==> src/rtl/alu_pkg.sv <==
`default_nettype none
// +------------------------------------------------------------------+
// | Module      : alu_pkg                                            |
// | Description : Shared constants for the ALU: default datapath     |
// |               width, operation codes and flag bit positions.     |
// | Revision    : 1.0  initial release                               |
// +------------------------------------------------------------------+
package alu_pkg;

   localparam int ALU_WIDTH = 16;

   // Operation select encodings
   localparam logic [2:0] OP_ADD = 3'b000;
   localparam logic [2:0] OP_SUB = 3'b001;
   localparam logic [2:0] OP_AND = 3'b010;
   localparam logic [2:0] OP_OR  = 3'b011;
   localparam logic [2:0] OP_XOR = 3'b100;
   localparam logic [2:0] OP_SHL = 3'b101;
   localparam logic [2:0] OP_SHR = 3'b110;
   localparam logic [2:0] OP_CMP = 3'b111;

   // Bit positions inside the {N,Z,C,V} flags vector
   localparam int FLAG_N = 3;
   localparam int FLAG_Z = 2;
   localparam int FLAG_C = 1;
   localparam int FLAG_V = 0;

endpackage
`default_nettype wire

==> src/rtl/alu_addsub.sv <==
`default_nettype none
// +------------------------------------------------------------------+
// | Module      : alu_addsub                                         |
// | Description : Combinational adder/subtractor. carry_o is the     |
// |               carry-out for ADD and the borrow (x < y unsigned)  |
// |               for SUB; ovf_o is signed overflow for both.        |
// | Revision    : 1.0  initial release                               |
// +------------------------------------------------------------------+
module alu_addsub #(
   parameter int WIDTH = 16
) (
   input  logic [WIDTH-1:0] x,
   input  logic [WIDTH-1:0] y,
   input  logic             sub,
   output logic [WIDTH-1:0] sum,
   output logic             carry_o,
   output logic             ovf_o
);

   logic [WIDTH-1:0] y_eff;
   logic [WIDTH:0]   ext;

   // Subtraction is x + ~y + 1; the raw carry-out is the inverted borrow.
   always_comb begin
      y_eff   = sub ? ~y : y;
      ext     = {1'b0, x} + {1'b0, y_eff} + {{WIDTH{1'b0}}, sub};
      sum     = ext[WIDTH-1:0];
      carry_o = ext[WIDTH] ^ sub;
      ovf_o   = (x[WIDTH-1] == y_eff[WIDTH-1]) && (sum[WIDTH-1] != x[WIDTH-1]);
   end

endmodule
`default_nettype wire

==> src/rtl/alu.sv <==
`default_nettype none
// +------------------------------------------------------------------+
// | Module      : alu                                                |
// | Description : Single-cycle registered ALU with register/immediate|
// |               operand select. Optional {N,Z,C,V} flags output    |
// |               enabled by defining macro ALU_FLAGS_EN.            |
// | Revision    : 1.0  initial release                               |
// +------------------------------------------------------------------+
module alu
   import alu_pkg::*;
#(
   parameter int WIDTH = ALU_WIDTH
) (
   input  logic             clk,
   input  logic             rst,
   input  logic [2:0]       codeop,
   input  logic [WIDTH-1:0] a,
   input  logic [WIDTH-1:0] b,
   input  logic [WIDTH-1:0] rd,
   input  logic             ri,
`ifdef ALU_FLAGS_EN
   output logic [3:0]       flags,
`endif
   output logic [WIDTH-1:0] r,
   output logic             cmp
);

   localparam int SH_W = $clog2(WIDTH);

   logic [WIDTH-1:0] x;
   logic [WIDTH-1:0] y;
   logic [SH_W-1:0]  sh_amt;
   logic [WIDTH:0]   shl_ext;   // bit WIDTH holds the last bit shifted out
   logic [WIDTH:0]   shr_ext;   // bit 0 holds the last bit shifted out
   logic [WIDTH-1:0] as_sum;
   logic             as_carry;
   logic             as_ovf;

   logic [WIDTH-1:0] r_d,   r_q;
   logic             cmp_d, cmp_q;

   // Operand routing and shifters; only the low SH_W bits of Y set the amount.
   always_comb begin
      x       = a;
      y       = ri ? rd : b;
      sh_amt  = y[SH_W-1:0];
      shl_ext = {1'b0, x} << sh_amt;
      shr_ext = {x, 1'b0} >> sh_amt;
   end

   alu_addsub #(
      .WIDTH (WIDTH)
   ) u_addsub (
      .x       (x),
      .y       (y),
      .sub     (codeop == OP_SUB),
      .sum     (as_sum),
      .carry_o (as_carry),
      .ovf_o   (as_ovf)
   );

   // Result and compare selection for the operation sampled this cycle.
   always_comb begin
      r_d   = '0;
      cmp_d = 1'b0;
      case (codeop)
         OP_ADD, OP_SUB: r_d   = as_sum;
         OP_AND:         r_d   = x & y;
         OP_OR:          r_d   = x | y;
         OP_XOR:         r_d   = x ^ y;
         OP_SHL:         r_d   = shl_ext[WIDTH-1:0];
         OP_SHR:         r_d   = shr_ext[WIDTH:1];
         OP_CMP:         cmp_d = (x == y);
         default:        r_d   = '0;
      endcase
   end

   // Output registers; reset wins over any operation in the same cycle.
   always_ff @(posedge clk) begin
      if (rst) begin
         r_q   <= '0;
         cmp_q <= 1'b0;
      end else begin
         r_q   <= r_d;
         cmp_q <= cmp_d;
      end
   end

   assign r   = r_q;
   assign cmp = cmp_q;

`ifdef ALU_FLAGS_EN
   logic [3:0] flags_d, flags_q;

   // Flags derive from the same next-state result that r captures.
   always_comb begin
      flags_d         = 4'b0000;
      flags_d[FLAG_N] = r_d[WIDTH-1];
      flags_d[FLAG_Z] = (r_d == '0);
      case (codeop)
         OP_ADD, OP_SUB: begin
            flags_d[FLAG_C] = as_carry;
            flags_d[FLAG_V] = as_ovf;
         end
         OP_SHL:  flags_d[FLAG_C] = shl_ext[WIDTH];
         OP_SHR:  flags_d[FLAG_C] = shr_ext[0];
         default: flags_d[FLAG_C] = 1'b0;
      endcase
   end

   // Flags register, cleared with the rest of the outputs.
   always_ff @(posedge clk) begin
      if (rst) flags_q <= 4'b0000;
      else     flags_q <= flags_d;
   end

   assign flags = flags_q;
`else
   // Carry/overflow and the shifted-out bits only feed the flags.
   logic unused_flag_srcs;
   assign unused_flag_srcs = &{1'b0, as_carry, as_ovf, shl_ext[WIDTH], shr_ext[0]};
`endif

endmodule
`default_nettype wire

==> config.mk <==
export PLATFORM = sky130hd
export DESIGN_NAME = alu
export DESIGN_NICKNAME = d
export VERILOG_FILES = /design/src/rtl/alu_pkg.sv /design/src/rtl/alu_addsub.sv /design/src/rtl/alu.sv
export SDC_FILE = /design/constraint.sdc
export NUM_CORES = 1
export LEC_CHECK = 0
export CAP_MARGIN = 20
export CORE_MARGIN = 2
export CORE_UTILIZATION = 60
export CTS_BUF_LIST = sky130_fd_sc_hd__clkbuf_4 sky130_fd_sc_hd__clkbuf_8
export DETAILED_ROUTE_END_ITERATION = 16
export DONT_BUFFER_PORTS = 1
export PLACE_DENSITY = 0.79
export SETUP_SLACK_MARGIN = 0.5
export SLEW_MARGIN = 20
export SYNTH_ARGS = -nofsm -noshare
export SYNTH_HDL_FRONTEND = slang
export SYNTH_HIERARCHICAL = 1
export SYNTH_SLANG_ARGS = --single-unit
export TNS_END_PERCENT = 5
==> constraint.sdc <==
create_clock -name clk -period 5.1 [get_ports clk]
set_clock_uncertainty 0.1 [all_clocks]
set_input_delay 0.765 -clock clk [delete_from_list [all_inputs] [get_ports clk]]
set_output_delay 0.765 -clock clk [all_outputs]
set_load 0.02 [all_outputs]
Word level (Yosys, flattened, before mapping)
Index checks and enable logic that the tools add are counted.
Widths: inputs -> output; s select.
Storage, ports and cells
  bits in latches: 0
  word-level logic and storage cells: 25
  memories kept: 0
  output and inout port bits: 17
  memory bits (read-only): 0
  bits in writable memories: 0
  register bits: 17
Cells by class
  div/mod/pow operators: 0
  shift-type cells: 2
  eq/ne operators: 8
  bitwise logic cells: 5
  reductions and logical operators: 3
  multipliers: 0
  add/subtract/negate cells: 2
  $lt $le $gt $ge: 0
  multiplexer cells: 3
Operators with widths (count)
  $pmux 16 s6: 1
  $mux 16: 2
  $shr 17x4->17: 1
  $add 16x1->16: 1
  $add 16x16->16: 1
  $and 16x16->16: 1
  $eq 16x16->1: 1
  $not 16->16: 1
  $or 16x16->16: 1
  $shl 16x4->16: 1
  $xor 16x16->16: 1
  $eq 3x3->1 const B: 4
  $eq 3x2->1 const B: 2
  $reduce_or 2->1: 2
  $eq 3x1->1 const B: 1
  $logic_not 3->1: 1
  $not 1->1: 1

Depth between registers and ports, before layout
Gate-level depths: netlist (run 1).
  depth in word-level cells: 6
  depth in mapped cells: 19

Modules after synthesis
Netlist (run 1), hierarchy kept.
Modules (own cells, without submodules)
  alu: area each 3191.8 um^2, instances 1, cells each 434, seq. area each 340.3 um^2
  alu_addsub: area each 980.9 um^2, instances 1, cells each 132, seq. area each 0.0 um^2

Worst setup path after synthesis (run 1)
OpenSTA, ideal clock, no wires.
  kind: input -> register
  start point: in codeop[0]
  end point: reg r_q[14], in the netlist r[14]
  path buffers: 5
  data arrival time: 4.242 ns
  setup slack: 0.625 ns
  data required time: 4.868 ns
  stages on the path: 18
  setup time: 0.132 ns
  path through: buf_2 buf_1 buf_1 nor3b_1 buf_6 clkbuf_1 xor2_1 ha_1 and3_1 a31oi_1 nand2_1 a221oi_1 xnor2_1 nor2_1 a311oi_1 a21o_1 a211oi_1 a31oi_1
On the way
  word-level cells in the longest chain between the ends: 5
RTL lines
  start: declaration: line alu.sv:16  | input logic [2:0] codeop,
  $eq 3x1->1 (*): line alu.sv:56  | .sub (codeop == OP_SUB),
  $mux 16: line alu_addsub.sv:25  | y_eff = sub ? ~y : y;
  $add 16x16->16: line alu_addsub.sv:26  | ext = {1'b0, x} + {1'b0, y_eff} + {{WIDTH{1'b0}}, sub};
  $add 16x1->16 (*): line alu_addsub.sv:26
  named net as_sum[14]: line alu.sv:35  | logic [WIDTH-1:0] as_sum;
  $pmux 16 s6 (*): line alu.sv:66  | case (codeop)
  end signal: assignment: line alu.sv:84  | r_q <= r_d;
  end: declaration: line alu.sv:39  | logic [WIDTH-1:0] r_d, r_q;
Mark *: on every way through the listed nets, which the timed path passes. The rest lies on a longest branch.
A chain may end at the register's enable or synchronous reset.

Final worst setup path (run 1)
  start point: in codeop[2]
  end point: reg r_q[14], in the netlist r[14]
The elaborated chain is that of the path after synthesis.

==> results.md, run 1 <==
- TNS Setup: 0 ns
- I/O pin count: 71
- Total number of yosys warnings: 6
- DIE AREA: about 0.0075 mm²
- DR vias: 4422
- Clk sinks: 17
- Max_cap viols: 0
- Crit-path cells: nor3b_2, buf_4, xor2_1, ha_1, a21oi_1, o21ai_0, a31oi_1, nand2_1, a221oi_1, xnor2_1, nor2_1, a311oi_1, a21o_1, a211oi_1, a31oi_1
- Most frequent cells in the layout: nand2_1, mux2i_1, ha_1
- Status: completed
- Initial antenna violation count: 0
- Min-Delay Endpoint: cmp
- Mapped Area: about 0.004 mm²
- Buf/Inv on CP: 1
- Worst setup margin: 1.066 ns
- Drt pass-1 iters: 6
- Hold Path Depth: 3
- Die width: ~87 µm
- Slew Viols, Final: 0
- Crit path kind: input port to flip-flop
- # port buffers: 0
- Hold-fix buffers, CTS: 0
- Place WS: ~0.88 ns
- First-pass GRT wire length: 21510 µm
- Syn Nets: around 660
- Area growth syn-to-layout: 1.714%
- CTS tree: built
- Final Wtd Congestion: 1.000
- CTS H-tree depth: 1
- Iteration-0 DRC Markers: around 660
- Chip height: about 87 µm
- Worst vdd ir: between 0.1 and 0.15 mV
- Crit path top cell by count: a31oi_1
- Fmax: approximately 250 MHz
- Critical Path Max Stage Delay: ~0.54 ns
- RSZ-0062 raised after global routing: false
- Critical path arrival: roughly 4.1 ns
- Gr usage total: 0.3644
- Wire per inst: 22.40 µm
- Antenna-violating nets left: 0
- Starting density of the core: 0.6118
- N_diodes: 0
- Final Util: 0.6223
- Actual slew at the worst max-slew pin: around 0.86 ns
- Total power draw: 724.4 µW
- Core Footprint: ~0.0067 mm²
- Final setup violation count: 0
- Syn_area_per_cell: 7.405 µm²
- Clock tree buffer depth: 2
- Total congestion overflow: 0
- Crit path max-delay cell type: nor3b_2
- Placed Area: approximately 0.004 mm²
- NumNets Final: roughly 640
- Startpoint types: input port
- Vias/cell: 7.237
- Postcts setup bufs: 0
- PostCTS Resize Cnt: 0
- Final min period: between 4 and 5 ns
- Final Cycle Share: 0.7910
- Fin area: slightly above 0.004 mm²
- CTS root buffer: clkbuf_8
- Clk slew on worst S/H paths: ~0.07 ns
- Power Dens Cells: 174.2 mW/mm²
- Post-Synthesis Cells: between 500 and 600
- Req. time, crit path: 5.13 ns
- HP Class: input port to flip-flop
- Largest net degree at the start of global routing: approximately 40
- Most common cell after layout, fill and taps aside: nand2_1
- Fin. Hold Viols: 0
- Vias in the first global route: 4107
- Routed WL: between 10000 and 15000 µm
- Setup crit end kind: flip-flop
- Drt drc: 0
- Setup crit start: codeop[2]
- Layout cells sized above 1: 0.05650
- Site Rows: 30
- Delay-heaviest family, CP: compound AO/OA/AOI/OAI gates
- CTS Buf Count: 3
- Maximum fanout along the worst path: 32
- Fillers: 624
- Rel. slew slack: 0.4205
- DP HPWL: a little over 10000 µm
- Hold path startpoint: rst
- Lkg Pwr: 1.831 nW
worst max-delay path by stage:
stage	end	slack, ns	depth (start not counted)
2_1_floorplan	r[14]	0.69	18
3_3_place_gp	r[14]	1.02	15
3_5_place_dp	r[14]	0.88	15
4_1_cts	r[14]	1.14	15
5_1_grt	r[14]	0.81	15
6_report	r[14]	1.07	15
per-stage QoR:
stage                     instances  hold WS [ns]
after floorplan                 552        0.8317
after global placement          607        0.9392
after detailed placement        607        0.9415
after CTS                       611        0.6775
after global routing            611        0.6779
final                           611        0.6789
final cells by class:
| cell class | count | area [µm²] | area share |
|---|---|---|---|
| clock buffers | 4 | 48.80 | 0.01174 |
| well taps | 80 | 100.1 | 0.02407 |
| multi-input cells | 462 | 3452 | 0.8303 |
| flip-flops and latches | 17 | 340.3 | 0.08185 |
| repair buffers | 9 | 67.56 | 0.01625 |
| inverters | 39 | 148.9 | 0.03581 |
metal layers:
layer / GRT usage / vias up / share of wire
li1: - / 2001 / -
met1: 0.4746 / 2058 / 0.39
met4: 0.1605 / 0 / 0.046
met5: 0 / - / 0
met2: 0.5923 / 306 / 0.46
met3: 0.05810 / 57 / 0.10
power by group:
group / total [mW] / internal [mW] / leakage (nW) / switching [mW]
registers: 0.167 / 0.146 / 0.140 / 0.0210
clock network: 0.110 / 0.0609 / 0.0262 / 0.0491
logic: 0.447 / 0.183 / 1.66 / 0.264
registers in the layout, summed over array words and instances, names as in the netlist:
name / count
r: 16
cmp: 1
Power figures use the tool's default switching activity.
==> inputs of run 2 (changes only) <==
--- a/config.mk
+++ b/config.mk
@@ -11,7 +11,7 @@
 export CTS_BUF_LIST = sky130_fd_sc_hd__clkbuf_4 sky130_fd_sc_hd__clkbuf_8
 export DETAILED_ROUTE_END_ITERATION = 16
 export DONT_BUFFER_PORTS = 1
-export PLACE_DENSITY = 0.79
+export PLACE_DENSITY = 0.82
 export SETUP_SLACK_MARGIN = 0.5
 export SLEW_MARGIN = 20
 export SYNTH_ARGS = -nofsm -noshare
==> constraint.sdc (replaced) <==
create_clock -name clk -period 3.7 [get_ports clk]
set_clock_uncertainty 0.1 [all_clocks]
set_input_delay 0.555 -clock clk [delete_from_list [all_inputs] [get_ports clk]]
set_output_delay 0.555 -clock clk [all_outputs]
set_load 0.02 [all_outputs]
==> run 2 against run 1 <==
Net effect: routed wire length is 6.6% higher; via count is 2.6% higher; clock-buffer cell count stayed put; critical endpoint is now r[13]; critical path depth is 1 lower.
==> results.md, run 2 (same netlist as run 1, synthesis figures left out) <==
- NetSw: between 400 and 500 µW
- Delay-heaviest family, CP: compound AO/OA/AOI/OAI gates
- Status: completed
- Vias in the first global route: ~4300
- Maximum fanout along the worst path: 20
- Req. time, crit path: between 3 and 4 ns
- Final min period: 3.246 ns
- Area growth syn-to-layout: 6.673%
- Site Rows: 30
- Routed WL: 14600 µm
- Most common cell after layout, fill and taps aside: nand2_1
- Net Sw Frac: 0.4654
- CTS root buffer: clkbuf_8
- Fmax: between 300 and 400 MHz
- Worst vdd ir: slightly below 0.2 mV
- Final Util: 0.6526
- Vias/cell: around 7.3
- DP HPWL: between 10000 and 15000 µm
- CTS Buf Count: 3
- Hold path startpoint: rst
- Antenna-violating nets left: 0
- RSZ-0062 raised after global routing: true
- Wire per inst: around 23 µm
- Clk slew on worst S/H paths: around 0.08 ns
- Clock tree buffer depth: 2
- Most frequent cells in the layout: nand2_1, mux2i_1, ha_1
- Actual slew at the worst max-slew pin: ~0.83 ns
- Clock power share: 0.141
- DIE AREA: approximately 0.0075 mm²
- Total congestion overflow: 0
- Buf/Inv on CP: 1
- Part of the power in registers: 0.217
- Critical path arrival: 3.32 ns
- Cell Int Power: roughly 570 µW
- Starting density of the core: 0.6118
- Crit path max-delay cell type: ha_1
- Gr usage total: 0.3777
- Setup crit end kind: flip-flop
- Startpoint types: input port
- Die width: ~87 µm
- Hold-fix buffers, CTS: 0
- Iteration-0 DRC Markers: 651
- Final setup violation count: 0
- Crit path kind: input port to flip-flop
- Core Footprint: 0.006681 mm²
- Fin area: ~0.0044 mm²
- Placed Area: 0.004138 mm²
- Fin. Hold Viols: 0
- CTS H-tree depth: 1
- Drt drc: 0
- Chip height: 86.54 µm
- Largest net degree at the start of global routing: a little over 40
- Lkg Pwr: 1.912 nW
- Slew Viols, Final: 0
- # port buffers: 0
- TNS Setup: 0 ns
- HP Class: input port to flip-flop
- Logic pwr share: 0.641
- DR vias: 4539
- Max_cap viols: 0
- Clk sinks: 17
- I/O pin count: 71
- Crit-path cells: mux2i_1, inv_1, xor2_1, ha_1, nand4_1, o221ai_2, a31oi_4, a211oi_2, o221a_2, xor2_1, nor2_1, o31ai_2, a211oi_2, a31oi_1
- Critical Path Max Stage Delay: 0.37 ns
- First-pass GRT wire length: ~22000 µm
- Setup crit start: ri
- Largest register FFs: 16
- Hold_ws: between 0.4 and 0.5 ns
- NumNets Final: 649
- CTS tree: built
- Drt pass-1 iters: 7
- Rel. slew slack: 0.4402
- Final Wtd Congestion: ~1.0
- Initial antenna violation count: 0
- Final Cycle Share: 0.8773
- Layout cells sized above 1: 0.1103
- N_diodes: 0
- Power Dens Cells: 243.2 mW/mm²
-- run 2: cell types whose count changed in the layout (fill, tap and decap cells not counted), sizes merged --
| cell | delta |
|---|---|
| buf | +13 |
-- run 2: cell type report --
| class | instances | area (µm²) |
|---|---|---|
| Clock buffer | 4 | 48.80 |
| Fill cell | 564 | 2321 |
| Inverter | 39 | 148.9 |
| Multi-Input combinational cell | 462 | 3537 |
| Sequential cell | 17 | 340.3 |
| Tap cell | 80 | 100.1 |
| Timing Repair Buffer | 22 | 185.2 |
-- run 2: final timing paths --
check                   end  slack [ns]  cells past startpoint
worst min-delay path    cmp        0.43                      3
worst max-delay path  r[13]        0.45                     14
-- run 2: power groups by stage --
stage	sequential (mW)	clock, mW	combinational, mW
after detailed placement	0.235	0	0.609
after global routing	0.233	0.158	0.730
after floorplan	0.233	0	0.498
after CTS	0.231	0.145	0.623
final	0.231	0.150	0.680
after global placement	0.235	0	0.596
-- run 2: through the flow --
stage	std cells	worst slack [ns]	total power, mW
after floorplan	552	0.1525	0.7310
after global placement	610	0.2208	0.8309
after detailed placement	610	0.1462	0.8447
after CTS	616	0.4664	0.9987
after global routing	624	0.3445	1.120
final	624	0.4542	1.061
-- run 2: what timing repair did --
item                                    4_1_cts  5_1_grt
hold endpoints to repair                      0        0
pin swaps                                     2       12
setup buffers                                 2        8
endpoints found under the setup margin        4       10
resized for setup                             6       15
-- run 2: worst min-delay path, delay by kind of cell --
kind	cells	cell delay, ns
AND/OR/NAND/NOR	3	0.17
-- run 2: layer usage --
layer  share of wire  vias up  track usage
li1                -     2018            -
met1            0.37     2052       0.4812
met2            0.45      385       0.6168
met3            0.11       84      0.06667
met4           0.058        0       0.1776
met5               0        -            0
